`config.mk`:
```
export PLATFORM = sky130hd
export DESIGN_NAME = intersect_stim_sequencer
export DESIGN_NICKNAME = d
export VERILOG_FILES = /design/src/rtl/intersect_stim_sequencer.sv
export SDC_FILE = /design/constraint.sdc
export NUM_CORES = 1
export LEC_CHECK = 0
export BUFFER_PORTS_ARGS = -buffer_cell sky130_fd_sc_hd__buf_2
export CORE_MARGIN = 1
export CORE_UTILIZATION = 40
export CTS_BUF_LIST = sky130_fd_sc_hd__clkbuf_8
export DETAILED_ROUTE_END_ITERATION = 7
export PLACE_DENSITY_LB_ADDON = 0.15
export SYNTH_ARGS = -nofsm -noshare
export SYNTH_HDL_FRONTEND = slang
export SYNTH_SLANG_ARGS = --single-unit
```
`constraint.sdc`:
```
create_clock -name clk -period 5.4 [get_ports clk]
set_clock_uncertainty 0.05 [all_clocks]
set_input_delay 0.54 -clock clk [delete_from_list [all_inputs] [get_ports clk]]
set_output_delay 0.54 -clock clk [all_outputs]
set_load 0.005 [all_outputs]
```
`src/rtl/intersect_stim_sequencer.sv`:
```
`default_nettype none
// ============================================================================
// Module      : intersect_stim_sequencer
// Description : Stimulus sequencer for intersect-operator assertion benches.
//               A start in IDLE latches a configuration and drives two
//               tracks from one shared time base t:
//                 Track A   : a[*A_LEN] ##GAP b[*B_LEN]
//                 Track C/D : optional delay, C_HITS non-consecutive c
//                             pulses, then D_HITS d pulses, with the last d
//                             optionally held high for extra cycles.
//               When both tracks have finished, it pulses done and reports
//               whether the two tracks end on the same cycle (aligned).
// Ports       : clk, rst (sync, active high)
//               start, abort             - run control
//               cfg_a_len .. cfg_d_hold  - run configuration, CNT_W bits each
//               a, b, c, d               - registered stimulus outputs
//               busy                     - high on every drive cycle of a run
//               done, aligned            - completion pulse + end-cycle match
// Revision    : 1.0 - initial release
// ============================================================================
module intersect_stim_sequencer #(
  parameter int CNT_W = 4
) (
  input  logic             clk,
  input  logic             rst,
  input  logic             start,
  input  logic             abort,
  input  logic [CNT_W-1:0] cfg_a_len,
  input  logic [CNT_W-1:0] cfg_gap,
  input  logic [CNT_W-1:0] cfg_b_len,
  input  logic [CNT_W-1:0] cfg_c_hits,
  input  logic [CNT_W-1:0] cfg_d_hits,
  input  logic [CNT_W-1:0] cfg_cd_dly,
  input  logic [CNT_W-1:0] cfg_d_hold,
  output logic             a,
  output logic             b,
  output logic             c,
  output logic             d,
  output logic             busy,
  output logic             done,
  output logic             aligned
);

  // Three extra bits hold the worst-case end cycle 6*(2^CNT_W - 1) plus one.
  localparam int T_W = CNT_W + 3;
  localparam logic [T_W-1:0] T_ZERO = '0;
  localparam logic [T_W-1:0] T_ONE  = T_W'(1);
  localparam logic [T_W-1:0] T_TWO  = T_W'(2);

  typedef enum logic [1:0] {
    IDLE = 2'd0,
    RUN  = 2'd1,
    DONE = 2'd2
  } state_t;

  // --------------------------------------------------------------------------
  // Helpers
  // --------------------------------------------------------------------------

  // Counts that must be at least one: zero is treated as one.
  function automatic logic [T_W-1:0] clamp1(input logic [CNT_W-1:0] v);
    logic [T_W-1:0] ext;
    ext    = {{(T_W-CNT_W){1'b0}}, v};
    clamp1 = (v == '0) ? T_ONE : ext;
  endfunction

  function automatic logic [T_W-1:0] zext(input logic [CNT_W-1:0] v);
    zext = {{(T_W-CNT_W){1'b0}}, v};
  endfunction

  // Last cycle on which b is high.
  function automatic logic [T_W-1:0] calc_end_a(
    input logic [T_W-1:0] al,
    input logic [T_W-1:0] g,
    input logic [T_W-1:0] bl
  );
    calc_end_a = al + g + bl - T_TWO;
  endfunction

  // Last cycle on which d is high, hold cycles included.
  function automatic logic [T_W-1:0] calc_end_cd(
    input logic [T_W-1:0] dly,
    input logic [T_W-1:0] ch,
    input logic [T_W-1:0] dh,
    input logic [T_W-1:0] hold
  );
    calc_end_cd = dly + (ch << 1) + ((dh - T_ONE) << 1) + hold;
  endfunction

  // Stimulus value {a,b,c,d} at time t. All lower bounds are at least one
  // except for a, so no subtraction below can underflow with clamped counts.
  function automatic logic [3:0] stim_at(
    input logic [T_W-1:0] t,
    input logic [T_W-1:0] al,
    input logic [T_W-1:0] g,
    input logic [T_W-1:0] bl,
    input logic [T_W-1:0] dly,
    input logic [T_W-1:0] ch,
    input logic [T_W-1:0] dh,
    input logic [T_W-1:0] hold
  );
    logic           sa;
    logic           sb;
    logic           sc;
    logic           sd;
    logic           odd_rel;
    logic [T_W-1:0] b_lo;
    logic [T_W-1:0] b_hi;
    logic [T_W-1:0] c_lo;
    logic [T_W-1:0] c_hi;
    logic [T_W-1:0] d_lo;
    logic [T_W-1:0] d_last;
    b_lo    = al + g - T_ONE;
    b_hi    = al + g + bl - T_TWO;
    c_lo    = dly + T_ONE;
    c_hi    = dly + (ch << 1) - T_ONE;
    d_lo    = dly + (ch << 1);
    d_last  = d_lo + ((dh - T_ONE) << 1);
    // Parity of (t - dly): c pulses sit on odd offsets, d pulses on even ones.
    odd_rel = t[0] ^ dly[0];
    sa      = (t < al);
    sb      = (t >= b_lo) && (t <= b_hi);
    sc      = (t >= c_lo) && (t <= c_hi) && odd_rel;
    sd      = ((t >= d_lo) && (t <= d_last) && !odd_rel) ||
              ((t > d_last) && (t <= d_last + hold));
    stim_at = {sa, sb, sc, sd};
  endfunction

  // --------------------------------------------------------------------------
  // Configuration as seen on the inputs (used only on the start cycle)
  // --------------------------------------------------------------------------
  logic [T_W-1:0] in_a_len;
  logic [T_W-1:0] in_gap;
  logic [T_W-1:0] in_b_len;
  logic [T_W-1:0] in_c_hits;
  logic [T_W-1:0] in_d_hits;
  logic [T_W-1:0] in_cd_dly;
  logic [T_W-1:0] in_d_hold;
  logic [T_W-1:0] in_end_a;
  logic [T_W-1:0] in_end_cd;
  logic [T_W-1:0] in_end_max;

  assign in_a_len   = clamp1(cfg_a_len);
  assign in_gap     = clamp1(cfg_gap);
  assign in_b_len   = clamp1(cfg_b_len);
  assign in_c_hits  = clamp1(cfg_c_hits);
  assign in_d_hits  = clamp1(cfg_d_hits);
  assign in_cd_dly  = zext(cfg_cd_dly);
  assign in_d_hold  = zext(cfg_d_hold);
  assign in_end_a   = calc_end_a(in_a_len, in_gap, in_b_len);
  assign in_end_cd  = calc_end_cd(in_cd_dly, in_c_hits, in_d_hits, in_d_hold);
  assign in_end_max = (in_end_a > in_end_cd) ? in_end_a : in_end_cd;

  // --------------------------------------------------------------------------
  // Latched configuration and time base
  // --------------------------------------------------------------------------
  state_t         state;
  logic [T_W-1:0] t;
  logic [T_W-1:0] a_len;
  logic [T_W-1:0] gap;
  logic [T_W-1:0] b_len;
  logic [T_W-1:0] c_hits;
  logic [T_W-1:0] d_hits;
  logic [T_W-1:0] cd_dly;
  logic [T_W-1:0] d_hold;
  logic [T_W-1:0] stop_t;    // END + 1: the cycle that shows done
  logic           ends_match;

  logic [T_W-1:0] t_next;
  logic [3:0]     stim_next;
  logic [3:0]     stim_first;

  assign t_next     = t + T_ONE;
  assign stim_next  = stim_at(t_next, a_len, gap, b_len, cd_dly, c_hits,
                              d_hits, d_hold);
  assign stim_first = stim_at(T_ZERO, in_a_len, in_gap, in_b_len, in_cd_dly,
                              in_c_hits, in_d_hits, in_d_hold);

  // --------------------------------------------------------------------------
  // Sequencer FSM; every output is registered here.
  // --------------------------------------------------------------------------
  always_ff @(posedge clk) begin
    if (rst) begin
      state      <= IDLE;
      t          <= '0;
      a_len      <= '0;
      gap        <= '0;
      b_len      <= '0;
      c_hits     <= '0;
      d_hits     <= '0;
      cd_dly     <= '0;
      d_hold     <= '0;
      stop_t     <= '0;
      ends_match <= 1'b0;
      {a, b, c, d} <= 4'b0000;
      busy       <= 1'b0;
      done       <= 1'b0;
      aligned    <= 1'b0;
    end else begin
      case (state)
        IDLE: begin
          done    <= 1'b0;
          aligned <= 1'b0;
          // abort has no meaning in IDLE, so start always wins here.
          if (start) begin
            a_len        <= in_a_len;
            gap          <= in_gap;
            b_len        <= in_b_len;
            c_hits       <= in_c_hits;
            d_hits       <= in_d_hits;
            cd_dly       <= in_cd_dly;
            d_hold       <= in_d_hold;
            stop_t       <= in_end_max + T_ONE;
            ends_match   <= (in_end_a == in_end_cd);
            t            <= '0;
            {a, b, c, d} <= stim_first;
            busy         <= 1'b1;
            state        <= RUN;
          end
        end

        RUN: begin
          if (abort) begin
            {a, b, c, d} <= 4'b0000;
            busy         <= 1'b0;
            t            <= '0;
            state        <= IDLE;
          end else if (t_next == stop_t) begin
            {a, b, c, d} <= 4'b0000;
            busy         <= 1'b0;
            done         <= 1'b1;
            aligned      <= ends_match;
            t            <= t_next;
            state        <= DONE;
          end else begin
            {a, b, c, d} <= stim_next;
            t            <= t_next;
          end
        end

        DONE: begin
          done    <= 1'b0;
          aligned <= 1'b0;
          t       <= '0;
          state   <= IDLE;
        end

        default: begin
          {a, b, c, d} <= 4'b0000;
          busy    <= 1'b0;
          done    <= 1'b0;
          aligned <= 1'b0;
          t       <= '0;
          state   <= IDLE;
        end
      endcase
    end
  end

endmodule
`default_nettype wire

```
## Word level (Yosys, flattened, before mapping)

Cells that the tools add are included.

- Bitwise logic cells: 4
- $add $sub $neg: 22
- Equality and inequality tests: 6
- Magnitude comparators: 19
- Multiplexer cells: 33
- Reductions and logical operators: 28

Operators by type and width:

| kind | number |
|---|---|
| 1-bit by 7-bit less-or-equal comparator with 1-bit output, first input constant | 4 |
| 7-bit less-or-equal comparator | 4 |
| 7-bit by 1-bit subtractor with 7-bit output, second input constant | 4 |
| 7-bit adder | 3 |
| 7-bit two-way mux | 3 |
| 4-bit zero test | 5 |
| 4-bit two-way mux | 5 |
| 1-bit two-way mux | 15 |
| 1-bit case mux with 3 select lines | 5 |
| 7-bit by 1-bit adder with 7-bit output, second input constant | 2 |
| 7-bit by 4-bit adder with 7-bit output | 2 |
| 7-bit == test | 2 |
| 7-bit >= comparator | 2 |
| 7-bit > comparator | 2 |
| 7-bit case mux with 2 select lines | 1 |
| 4-bit by 5-bit adder with 6-bit output | 2 |
| 1-bit logical AND | 12 |
| 4-bit by 1-bit adder with 5-bit output, second input constant | 2 |
| 4-bit by 1-bit subtractor with 5-bit output, second input constant | 2 |
| 2-bit AND reduction | 4 |
| 6-bit by 7-bit adder with 7-bit output | 1 |
| 1-bit by 7-bit >= comparator with 1-bit output, first input constant | 1 |
| 7-bit by 5-bit >= comparator with 1-bit output | 1 |
| 1-bit by 7-bit > comparator with 1-bit output, first input constant | 1 |
| 21 further kinds | 27 |

- Bits in registers: 61
- Input bits: 32

## Logic depth before layout (Yosys ltp)

- Word-level depth: 10
- Gate-level depth with buffers: 26
- Depth with buffers taken out: 26

## Least setup slack after synthesis

Ideal clock, no wire load.

- Path type: input port to flip-flop
- Start point: input cfg_c_hits[1]
- End point: register stop_t[6]
- Data required time: 5.264 ns
- Library setup time: 0.086 ns
- Path slack: 0.034 ns
- Stages on the path: 25
- Arrival time: 5.231 ns
- Cell sequence: nor3_1 > or2_2 > ha_1 > fa_1 > xnor2_1 > inv_1 > ha_1 > xor2_1 > ha_1 > o21ai_0 > nand2b_1 > nand3_1 > xor3_1 > inv_1 > ha_1 > nand4_1 > a21oi_1 > o22ai_2 > o21ai_0 > ha_1 > nand3_1 > mux2_2 > a2111oi_2 > xor2_1 > a211oi_1

- Word-level cells in the longest chain between the ends: 8

RTL lines:

| item | RTL line | text |
|---|---|---|
| start, declared | 31 | `input logic [CNT_W-1:0] cfg_c_hits,` |
| 4-bit zero test (*) | 64 | `clamp1 = (v == '0) ? T_ONE : ext;` |
| 4-bit two-way mux (*) | 64 |  |
| via in_c_hits[0] | 135 | `logic [T_W-1:0] in_c_hits;` |
| 4-bit by 5-bit adder with 6-bit output (*) | 87 | `calc_end_cd = dly + (ch << 1) + ((dh - T_ONE) << 1) + hold;` |
| 6-bit by 7-bit adder with 7-bit output (*) | 87 |  |
| 7-bit by 4-bit adder with 7-bit output (*) | 87 |  |
| 7-bit > comparator | 152 | `assign in_end_max = (in_end_a > in_end_cd) ? in_end_a : in_end_cd;` |
| 7-bit two-way mux (*) | 152 |  |
| 7-bit by 1-bit adder with 7-bit output (*) | 213 | `stop_t <= in_end_max + T_ONE;` |
| end signal, assigned | 213 |  |
| end, declared | 166 | `logic [T_W-1:0] stop_t;` |

The timed path passes the listed nets; every way through them passes the cells marked *.
A chain may end at the register's enable or synchronous reset.

## Worst setup path after layout

- Start point: input cfg_c_hits[3]
- End point: register stop_t[6]

Same word-level chain as after synthesis.

==> metrics.md <==
| Metric | Value |
|---|---|
| Fmax | 192 MHz |
| Grt ovf | 0 |
| Initial antenna violation count | 0 |
| Clk buf depth | 2 |
| Crit path from | cfg_c_hits[3] |
| Clock Pin Slew Worst Setup and Hold Paths | 0.11 ns |
| Final worst path period need | 5.20 ns |
| DRT iter0 DRCs | 257 |
| Min-delay src | b_len[1]$_SDFFE_PP0P_ |
| Top cell family by delay on the critical path | adder cells |
| Overall power | 2.25 mW |
| Largest net degree at the start of global routing | 56 |
| Final setup TNS | 0 ns |
| Post-synth top area cell | ha_1 |
| Worst-path maximum fanout | 5 |
| Slew HR | 34.5% |
| Max-cap violations | 0 |
| Die height | 122 µm |
| # setup viols final | 0 |
| Syn_area_per_cell | 8.23 µm² |
| Yosys top cell area share | 25.3% |
| CTS root buffer | clkbuf_8 |
| Worst Tran Pin Value | 0.975 ns |
| Slowest stage delay, CP | 0.63 ns |
| Detailed Routing Iterations Pass 1 | 4 |
| Leak | 3.21 nW |
| Met1 wire length | 7.04 mm |
| RSZ-0062 raised after global routing | no |
| Number of flops mapped to enable cells by yosys | 0 |
| PortBufs | 38 |
| First-pass GRT wire length | 23.5 mm |
| Seq/Total Area, Yosys | 18.2% |
| Critical Path AT | 5.39 ns |
| Async S/R FF share, synth | 0% |
| DPL Wire Length | 11.4 mm |
| Setup CP Type | primary input to flip-flop |
| Top routing layer in use | met4 |
| Vias per cell | 5.27 |
| Simple-gate share of the synthesized area | 17.2% |
| Post-synthesis adder-cell area fraction | 29.0% |
| Metal3 WL | 329 µm |
| Status | complete, no violations |
| Most frequent cells in the layout | 113 x ha_1, 69 x inv_1, 69 x nand2_1 |
| Drt drc | 0 |
| Final Max Slew Viols | 0 |
| Syn nets | 854 |
| CTS tree | yes |
| Post-synthesis compound-gate area fraction | 16.7% |
| Cell Rows | 43 |
| Initial Utilization | 41.1% |
| WL/cell | 14.8 µm |
| Routed Antenna Nets | 0 |
| Setup ws final | 0.197 ns |
| Synth Instances | 696 |
| Final hold violation count | 0 |
| Mux contribution to synthesized area | 1.09% |
| Layout Cell Area excl Fill | 0.00660 mm² |
| Placeable Area | 0.0139 mm² |
| CP Launch Type | primary input |
| GRT Util Overall | 20.1% |
| Post-DP Area | 0.00640 mm² |
| Max IR drop VDD | 454 µV |
| Post-Syn Area | 0.00573 mm² |
| Gpl congestion | 0.840 |
| Vias | 4997 |
| Main combinational cell family by area after synthesis | adder cells |
| Reg2reg start | cd_dly[1]$_SDFFE_PP0P_ |
| Commonest non-fill, non-tap cell in the layout | ha_1 |
| Slowest stage cell on the critical path | fa_2 |
| Die width | 122 µm |
| Ys flop type | dfxtp_1 |
| Worst Setup End Kind | flip-flop |
| Clk sinks | 52 |
| Top post-synthesis cells by area | ha_1 25%, dfxtp_1 18%, a21oi_1 5.4% |
| CP bufs+invs | 2 |
| Req. time, crit path | 5.59 ns |
| Worst hold path type | flip-flop to flip-flop |
| Final net count | 925 |
| Layout cells sized above 1 | 15.6% |
| Met2 wire len | 6.42 mm |
| YS warnings | 0 |
| Num CTS Buffers | 5 |
| Post-Synth XOR/XNOR Area | 11.9% |
| Pre-CTS setup slack | -0.345 ns |
| Clock latency on the worst-skew pair | 0.33 ns |
| Vias in the first global route | 4908 |
| Period utilization | 96.3% |
| Area grow syn2layout | 15.3% |
| Yosys reg bits | 52 |
| Die area | 0.0148 mm² |
| Antenna Diode Count | 0 |
| # IOs | 39 |
| Power Density | 341 mW/mm² |
| Final wirelength | 14.0 mm |
| H-Tree Depth | 2 |
| Netlist cell types | 60 |
==> final timing paths <==
| check | to | slack (ns) | depth (start not counted) |
|---|---|---|---|
| worst max register to register | d$_SDFFE_PP0P_ | 1.12 | 17 |
| worst min register to register | b_len[1]$_SDFFE_PP0P_ | 0.41 | 2 |
| worst min-delay path | b_len[1]$_SDFFE_PP0P_ | 0.41 | 2 |
| worst max-delay path | stop_t[6]$_SDFFE_PP0P_ | 0.20 | 25 |
==> through the flow <==
stage	std cells	utilization (%)	hold slack [ns]
floorplan	696	-	0.386
global placement	938	45.9	0.396
detailed placement	938	45.9	0.399
CTS	946	46.8	0.414
global route	948	47.4	0.425
finish	948	47.4	0.409
==> worst min-delay path, cell delays in order (launching register included) <==
cell	delay, ns
dfxtp_1	0.32
nand2_1	0.05
a21oi_1	0.05
==> where the power goes <==
| group | total (mW) | internal [mW] | switching, mW |
|---|---|---|---|
| sequential | 0.455 | 0.420 | 0.0347 |
| combinational | 1.50 | 0.739 | 0.761 |
| clock | 0.295 | 0.152 | 0.143 |
| total | 2.25 | 1.31 | 0.938 |
==> layout make-up <==
type / instances / area (µm²)
clock buffers: 6 / 82.6
clock inverters: 2 / 38.8
fillers: 1378 / 7340
inverters: 69 / 259
multi-input cells: 555 / 4420
flip-flops and latches: 52 / 1040
well taps: 180 / 225
repair buffers: 84 / 536
==> timing repair <==
action                                  in CTS  in global routing
resized for setup                            1                 14
setup buffers                                0                  2
pin swaps                                    0                  8
hold buffers                                 0                  0
endpoints found under the setup margin       1                  2
==> layer usage <==
layer	GRT usage, %	vias to the layer above
met5	0	-
met4	5.71	0
met3	1.92	15
met2	33.0	71
met1	27.7	2360
li1	-	2551
==> cell usage after synthesis, types with 2 or more instances <==
library cell and count:
o21ai_1 2, xor2_1 28, xor2_2 2, or2_2 4
o211ai_1 2, nand2_1 69, nor4b_1 2, fa_1 10
inv_1 69, a22oi_1 5, dfxtp_1 52, o22a_1 4
a31oi_1 3, a32oi_1 2, ha_1 116, nand3b_1 4
o31a_1 3, nand4_1 5, o31ai_1 2, o21bai_1 2
and2_1 2, nand2b_1 10, nand3_1 21, o21ai_0 19
mux2i_1 4, nor3b_1 2, clkbuf_1 20, a21o_1 23
o21a_1 5, o22ai_1 2, xor3_1 2, xnor3_1 2
and3_1 4, a21oi_1 62, xnor2_1 31, mux2_2 2
nor2b_1 15, a211oi_1 9, nor2_1 38, nor3_1 17
==> logic make-up after synthesis <==
kind of cell,Yosys count
flip-flops,52
multiplexers,6
adder cells (fa/ha/maj),127
buffers and inverters,89
AO/OA/AOI/OAI,152
AND/OR/NAND/NOR,203
XOR/XNOR,67
==> flip-flops by register name (all words and copies together), names as in the netlist, 2 cells and up <==
| name | count |
|---|---|
| d_hold | 4 |
| cd_dly | 4 |
| b_len | 4 |
| d_hits | 4 |
| t | 7 |
| stop_t | 7 |
| c_hits | 4 |
| gap | 4 |
| a_len | 4 |
| state | 2 |
No activity file was read; power rests on OpenSTA's default activity.
